File: src/rtl/btb_update_scheduler.sv
// rtl/btb_update_scheduler.sv - two-requester in-order update FIFO feeding the BTB predictor write port
// Optional statistics counters are built when BTB_UPD_STATS_EN is defined.
module btb_update_scheduler #(
   parameter int DEPTH = 4,
   parameter int PC_W  = 32,
   localparam int CNT_W = $clog2(DEPTH + 1)
) (
   input  logic             CLK,
   input  logic             nRST,
   input  logic             req0_valid,
   input  logic [PC_W-1:0]  req0_pc,
   input  logic [PC_W-1:0]  req0_target,
   input  logic             req0_taken,
   output logic             req0_ready,
   input  logic             req1_valid,
   input  logic [PC_W-1:0]  req1_pc,
   input  logic [PC_W-1:0]  req1_target,
   input  logic             req1_taken,
   output logic             req1_ready,
   input  logic             hold,
   input  logic             flush,
   output logic             wr_enable,
   output logic [PC_W-1:0]  update_pc,
   output logic [PC_W-1:0]  update_target_pc,
   output logic             is_taken,
   output logic [CNT_W-1:0] occupancy,
   output logic             full
`ifdef BTB_UPD_STATS_EN
   ,
   output logic [31:0]      stat_accepted,
   output logic [31:0]      stat_written,
   output logic [31:0]      stat_backpressure
`endif
);

   localparam int PTR_W = $clog2(DEPTH);

   logic [PC_W-1:0]  pc_q  [DEPTH];
   logic [PC_W-1:0]  tgt_q [DEPTH];
   logic             tk_q  [DEPTH];
   logic [PTR_W-1:0] rd_ptr_q, rd_ptr_d;
   logic [PTR_W-1:0] wr_ptr_q, wr_ptr_d;
   logic [CNT_W-1:0] occ_q, occ_d;
   logic [CNT_W-1:0] free;
   logic             empty, push0, push1, pop;
   logic [PTR_W-1:0] wr1_ptr;

   // Space is judged from registered occupancy only, so a same-cycle pop never frees a slot.
   assign free       = CNT_W'(DEPTH) - occ_q;
   assign empty      = (occ_q == '0);
   assign req0_ready = !flush && (free >= CNT_W'(1));
   assign req1_ready = !flush && ((free >= CNT_W'(2)) || ((free == CNT_W'(1)) && !req0_valid));
   assign push0      = req0_valid && req0_ready;
   assign push1      = req1_valid && req1_ready;
   assign wr_enable  = !empty && !hold && !flush;
   assign pop        = wr_enable;
   assign wr1_ptr    = wr_ptr_q + PTR_W'(push0);

   assign update_pc        = empty ? '0   : pc_q[rd_ptr_q];
   assign update_target_pc = empty ? '0   : tgt_q[rd_ptr_q];
   assign is_taken         = empty ? 1'b0 : tk_q[rd_ptr_q];
   assign occupancy        = occ_q;
   assign full             = (occ_q == CNT_W'(DEPTH));

   always_comb begin
      rd_ptr_d = rd_ptr_q + PTR_W'(pop);
      wr_ptr_d = wr_ptr_q + PTR_W'(push0) + PTR_W'(push1);
      occ_d    = occ_q + CNT_W'(push0) + CNT_W'(push1) - CNT_W'(pop);
      if (flush) begin
         rd_ptr_d = '0;
         wr_ptr_d = '0;
         occ_d    = '0;
      end
   end

   always_ff @(posedge CLK or negedge nRST) begin
      if (!nRST) begin
         rd_ptr_q <= '0;
         wr_ptr_q <= '0;
         occ_q    <= '0;
         for (int i = 0; i < DEPTH; i++) begin
            pc_q[i]  <= '0;
            tgt_q[i] <= '0;
            tk_q[i]  <= 1'b0;
         end
      end else begin
         rd_ptr_q <= rd_ptr_d;
         wr_ptr_q <= wr_ptr_d;
         occ_q    <= occ_d;
         if (push0) begin
            pc_q[wr_ptr_q]  <= req0_pc;
            tgt_q[wr_ptr_q] <= req0_target;
            tk_q[wr_ptr_q]  <= req0_taken;
         end
         if (push1) begin
            pc_q[wr1_ptr]  <= req1_pc;
            tgt_q[wr1_ptr] <= req1_target;
            tk_q[wr1_ptr]  <= req1_taken;
         end
      end
   end

`ifdef BTB_UPD_STATS_EN
   logic [31:0] acc_q, acc_d, wrn_q, wrn_d, bp_q, bp_d;
   logic [32:0] acc_sum;
   logic        bp_evt;

   assign bp_evt  = !flush && ((req0_valid && !req0_ready) || (req1_valid && !req1_ready));
   assign acc_sum = {1'b0, acc_q} + 33'(push0) + 33'(push1);

   // Saturating counters; flush clears them alongside the FIFO.
   always_comb begin
      acc_d = acc_sum[32] ? '1 : acc_sum[31:0];
      wrn_d = (wr_enable && (wrn_q != '1)) ? wrn_q + 32'd1 : wrn_q;
      bp_d  = (bp_evt && (bp_q != '1)) ? bp_q + 32'd1 : bp_q;
      if (flush) begin
         acc_d = '0;
         wrn_d = '0;
         bp_d  = '0;
      end
   end

   always_ff @(posedge CLK or negedge nRST) begin
      if (!nRST) begin
         acc_q <= '0;
         wrn_q <= '0;
         bp_q  <= '0;
      end else begin
         acc_q <= acc_d;
         wrn_q <= wrn_d;
         bp_q  <= bp_d;
      end
   end

   assign stat_accepted     = acc_q;
   assign stat_written      = wrn_q;
   assign stat_backpressure = bp_q;
`endif

endmodule

File: config.mk
export PLATFORM = sky130hd
export DESIGN_NAME = btb_update_scheduler
export DESIGN_NICKNAME = d
export VERILOG_FILES = /design/src/rtl/btb_update_scheduler.sv
export SDC_FILE = /design/constraint.sdc
export NUM_CORES = 1
export LEC_CHECK = 0
export ABC_AREA = 1
export BUFFER_PORTS_ARGS = -buffer_cell sky130_fd_sc_hd__buf_4
export CORE_MARGIN = 3
export CORE_UTILIZATION = 55
export CTS_CLUSTER_SIZE = 10
export DETAILED_ROUTE_END_ITERATION = 6
export PLACE_DENSITY = 0.86
export SYNTH_ARGS = -nofsm -noshare
export SYNTH_HDL_FRONTEND = slang
export SYNTH_SLANG_ARGS = --single-unit
File: constraint.sdc
create_clock -name CLK -period 2.9 [get_ports CLK]
set_input_delay 0.58 -clock CLK [delete_from_list [all_inputs] [get_ports CLK]]
set_output_delay 0.58 -clock CLK [all_outputs]
set_load 0.05 [all_outputs]
**Word level (Yosys, flattened, before mapping)**

Index checks and enable logic that the tools add are counted.

- Register bits: 267
- Bits of input ports: 136

- Add/sub/neg operators: 7
- Order comparisons: 7
- Eq/ne operators: 2
- Multiplexer cells: 35
- Bitwise gates (word level): 3
- Reduce and logical (&&, ||, !) cells: 15

Operators by type and width:

| kind | number |
|---|---|
| $bwmux 128 | 4 |
| $mux 128 | 4 |
| $mux 32 | 8 |
| $bmux 32 s2 | 2 |
| $demux 32 s2 | 2 |
| $ge 3x3->1 const B | 3 |
| $logic_and 1x1->1 | 9 |
| $not 2->3 | 3 |
| $bwmux 4 | 2 |
| $mux 4 | 2 |
| $add 2x1->2 | 3 |
| $add 3x1->3 | 2 |
| $lt 3x1->1 const B | 2 |
| $mux 1 | 5 |
| $demux 1 s2 | 2 |
| $logic_not 1->1 | 4 |
| $mux 2 | 2 |
| $eq 3x1->1 const B | 1 |
| $eq 3x3->1 const B | 1 |
| $ge 3x1->1 const B | 1 |
| $ge 3x2->1 const B | 1 |
| $logic_not 3->1 | 1 |
| $mux 3 | 1 |
| $sub 3x1->3 | 1 |
| 3 further kinds | 3 |

**Depth between registers and ports, before layout**

- Word-level depth: 12
- Depth in mapped cells: 21

**Worst setup path after synthesis**

Ideal clock, no wire load.

- Path type: reg-to-reg
- Start: register occ_q[0] (netlist: occupancy[0])
- End: register occ_q[2] (netlist: occupancy[2])
- Library setup time: 0.123 ns
- Arrival: 4.124 ns
- Required time: 2.777 ns
- Slack: -1.348 ns
- Stages on the path, launching flop included: 11
- Buffers on the path: 1
- Period minus slack after synthesis: 4.248 ns
- Cell sequence: dfrtp_1 > inv_1 > ha_1 > ha_1 > clkbuf_1 > nor3_1 > ha_1 > fa_1 > fa_1 > xor2_1 > nor2_1

- Elaborated cells between the ends (all ways): 18
- Those cells by class: add/sub: 4; order compare: 2; eq/ne: 1; mux: 1; reduce/logical: 10

RTL lines:

| element | line | source |
|---|---|---|
| start: declaration | 43 | `logic [CNT_W-1:0] occ_q, occ_d;` |
| start signal: assignment | 80 | `occ_q <= '0;` |
| start signal: assignment | 89 | `occ_q <= occ_d;` |
| $logic_not 3->1 | 50 | `assign empty = (occ_q == '0);` |
| $logic_not 1->1 | 55 | `assign wr_enable = !empty && !hold && !flush;` |
| $logic_and 1x1->1 (2 in series) | 55 |  |
| net wr_enable | 22 | `output logic wr_enable,` |
| $sub 3x1->3 | 68 | `occ_d = occ_q + CNT_W'(push0) + CNT_W'(push1) - CNT_W'(pop);` |
| $mux 3 | 69 | `if (flush) begin` |
| net occ_d[2] | 43 |  |

The timed path passes the listed nets, and every way through them passes these cells.

**Final worst setup path**

- Start: register occ_q[0] (netlist: occupancy[0])
- End: output update_pc[0]

- Word-level cells in the longest chain between the ends: 2

Ends and longest elaborated chain:

| element | line | source |
|---|---|---|
| $logic_not 3->1 | 50 |  |
| $mux 32 | 59 | `assign update_pc = empty ? '0 : pc_q[rd_ptr_q];` |
| end: declaration | 23 | `output logic [PC_W-1:0] update_pc,` |

Every way passes these cells.

==> impl_metrics.json <==
{
  "design.die.area_sq_mm": 0.0388,
  "drtIter0Drc": 3683,
  "syn_nets": 3564,
  "met3WireLength_um": 10200,
  "crit_buf_inv": 3,
  "dpl_worst_slack_ns": 0.121,
  "ys_types": 23,
  "topRoutingLayerUsed": "met4",
  "end_kind": "output port",
  "grtUsageTotal": 0.361,
  "fin_crit_ns": 2.87,
  "clock.fmax_ghz": 0.348,
  "post-dp-hpwl_um": 39900,
  "setup_viol": 0,
  "grt_max_degree": 206,
  "drc": 0,
  "yosys_warnings": 0,
  "crit_arrival_ns": 2.29,
  "antennaDiodeCount": 0,
  "vias_per_cell": 5.96,
  "fin_crit_sh": 0.990,
  "portBuffers": 207,
  "power_leakage_nw": 12.0,
  "die_w_um": 197,
  "syn2layout_area_growth_pct": 14.8,
  "cts_tree": "done",
  "clock_skew_ns": 0.0119,
  "place_congestion": 0.856,
  "ys_ff_latch": 267,
  "num_rows": 69,
  "maxSlewViolCount": 0,
  "reg2reg_from": "occupancy[0]",
  "seq_area_frac_synth": 0.333,
  "cp-start-kind": "register",
  "drtPass1Iterations": 6,
  "initial_core_util": 0.561,
  "vias": 23400,
  "maxCapViolCount": 0,
  "slowest_delay_ns": 0.45,
  "grt_overflow_total": 0,
  "crit_fanout": 33,
  "crit_family": "buffers and inverters",
  "cts_num_sinks": 267,
  "avgSynthCellArea_sq_um": 5.87,
  "cts.path.max_buffers": 3,
  "layout-drive-gt1-share": 0.109,
  "met2_length_um": 32900,
  "pin_count": 208,
  "wl_met1_um": 27200,
  "worstSetupStartpoint": "occupancy[0]",
  "hold_class": "in2reg",
  "nets": 3608,
  "required_ns": 2.32,
  "tightest_slew_ns": 1.11,
  "peakVddDrop_v": 0.000952,
  "clk_latency_ns": 0.57,
  "syn_inst": 3417,
  "setup_slack_ns": 0.0298,
  "fill_cells": 3369,
  "antenna_found_initial": 0,
  "wl_per_cell_um": 18.7,
  "clkTransAtPathRegs_ns": 0.06,
  "crit_type": "reg2out",
  "core-area_sq_mm": 0.0357,
  "grt_pass1_vias": 21400,
  "power_density_mw_per_mm2": 1270,
  "die_y_um": 197,
  "slew_headroom": 0.257,
  "drt-total-wl_um": 73700,
  "worst_path_max_delay_cell": "buf_4",
  "crit_chain": "inv_4 > ha_4 > ha_4 > buf_4 > a21oi_1 > buf_4",
  "cts_made_buffers": 31,
  "hold_viol_final": 0,
  "final_antenna_net_count": 0,
  "cts_root_buf": "clkbuf_16",
  "outcome": "complete, no violations",
  "grt_first_pass_wirelength_um": 115000,
  "cts_htree_levels": 1,
  "finalHoldWorstSlack_ns": 0.285,
  "hp-start": "req1_target[1]",
  "netlist_area_sq_mm": 0.0200
}
[through the flow]
step	util	instances	setup TNS, ns	power [mW]	cell area [sq um]
final	0.644	3935	0	29.3	23000
after global routing	0.644	3935	-0.277	31.4	23000
after CTS	0.636	3917	0	28.7	22700
after detailed placement	0.611	3870	0	25.0	21800
after global placement	0.611	3870	0	24.7	21800
after floorplan	-	3417	-0.0969	19.9	20100
[metal layers]
metal | up-vias | GRT usage
met1 | 10400 | 0.483
met3 | 303 | 0.0680
met4 | 0 | 0.162
met2 | 1805 | 0.574
met5 | - | 0
li1 | 10900 | -
[timing repair]
action	in CTS	in global routing
pin swaps	0	3
endpoints found under the setup margin	3	192
gates cloned	0	6
hold endpoints to repair	16	0
setup buffers	0	12
gates resized for setup	3	9
hold buffers	1	0
[final timing paths]
check,cells past startpoint,slack (ns),end
max in group asynchronous,4,1.46,pc_q[2]
hold reg to reg,4,0.61,tgt_q[77]
setup reg to reg,19,0.10,pc_q[20]
hold / removal,3,0.29,tgt_q[97]
setup / recovery,6,0.03,update_pc[0]
min in group asynchronous,2,0.56,pc_q[88]
[flip-flops by register name, indices dropped and copies added, names as in the netlist]
name and count:
occupancy 3, pc_q 128, rd_ptr_q 2, tgt_q 128, tk_q 4, wr_ptr_q 2
[final cells by class]
| type | count | area, sq um | share of cell area |
|---|---|---|---|
| clock buffers | 45 | 848 | 0.0369 |
| flip-flops and latches | 267 | 6690 | 0.291 |
| repair buffers | 298 | 2810 | 0.122 |
| clock inverters | 1 | 8.76 | 0.000381 |
| multi-input cells | 2845 | 12000 | 0.522 |
| well taps | 461 | 577 | 0.0251 |
| inverters | 18 | 71.3 | 0.00310 |
[cell usage after synthesis (all sizes together)]
| cell type | instances | area (sq um) |
|---|---|---|
| nand2 | 1248 | 4690 |
| nor2 | 796 | 2990 |
| nand3 | 328 | 1650 |
| dfrtp | 267 | 6680 |
| nor3 | 261 | 1310 |
| buf | 201 | 1150 |
| o21ai | 130 | 651 |
| clkbuf | 86 | 323 |
| a21oi | 66 | 342 |
| inv | 18 | 67.6 |
| ha | 9 | 113 |
| fa | 2 | 40.0 |
| xnor2 | 2 | 17.5 |
| xor2 | 2 | 17.5 |
| a31oi | 1 | 6.26 |
[logic make-up (layout without fill, tap and decap cells)]
logic type                 after synthesis  count (layout)  share of synthesized area
adders and majority gates               11              11                    0.00762
AOI/OAI and AO/OA                      197             197                     0.0498
and+or+nand+nor                       2633            2633                      0.530
buffers and inverters                  305             362                     0.0770
DFF                                    267             267                      0.333
xor gates and xnor gates                 4               4                    0.00175
[worst register-to-register path, delay by kind of cell, from the launching register on]
kind | cells | cell delay (ns)
fa+ha+maj | 3 | 0.59
buf+inv | 7 | 0.72
flops | 1 | 0.40
simple gates | 9 | 0.93
[report_power, final]
group,switching [mW],total (mW),leakage (nW),internal [mW]
combinational,13.1,18.8,8.27,5.78
sequential,1.36,6.89,3.34,5.54
clock,1.56,3.54,0.415,1.98
[placed cells by master, fill, tap and decap left out, drive strengths merged]
cell	synthesis	final
dlygate4sd3	0	1
dfrtp	267	267
inv	18	18
nand3	328	328
xnor2	2	2
a21oi	66	66
nand2	1248	1248
buf	201	290
nor2	796	796
nor3	261	261
clkinv	0	1
xor2	2	2
a31oi	1	1
ha	9	9
fa	2	2
o21ai	130	130
clkbuf	86	52
Note: power is estimated with default switching activity, not from simulation.
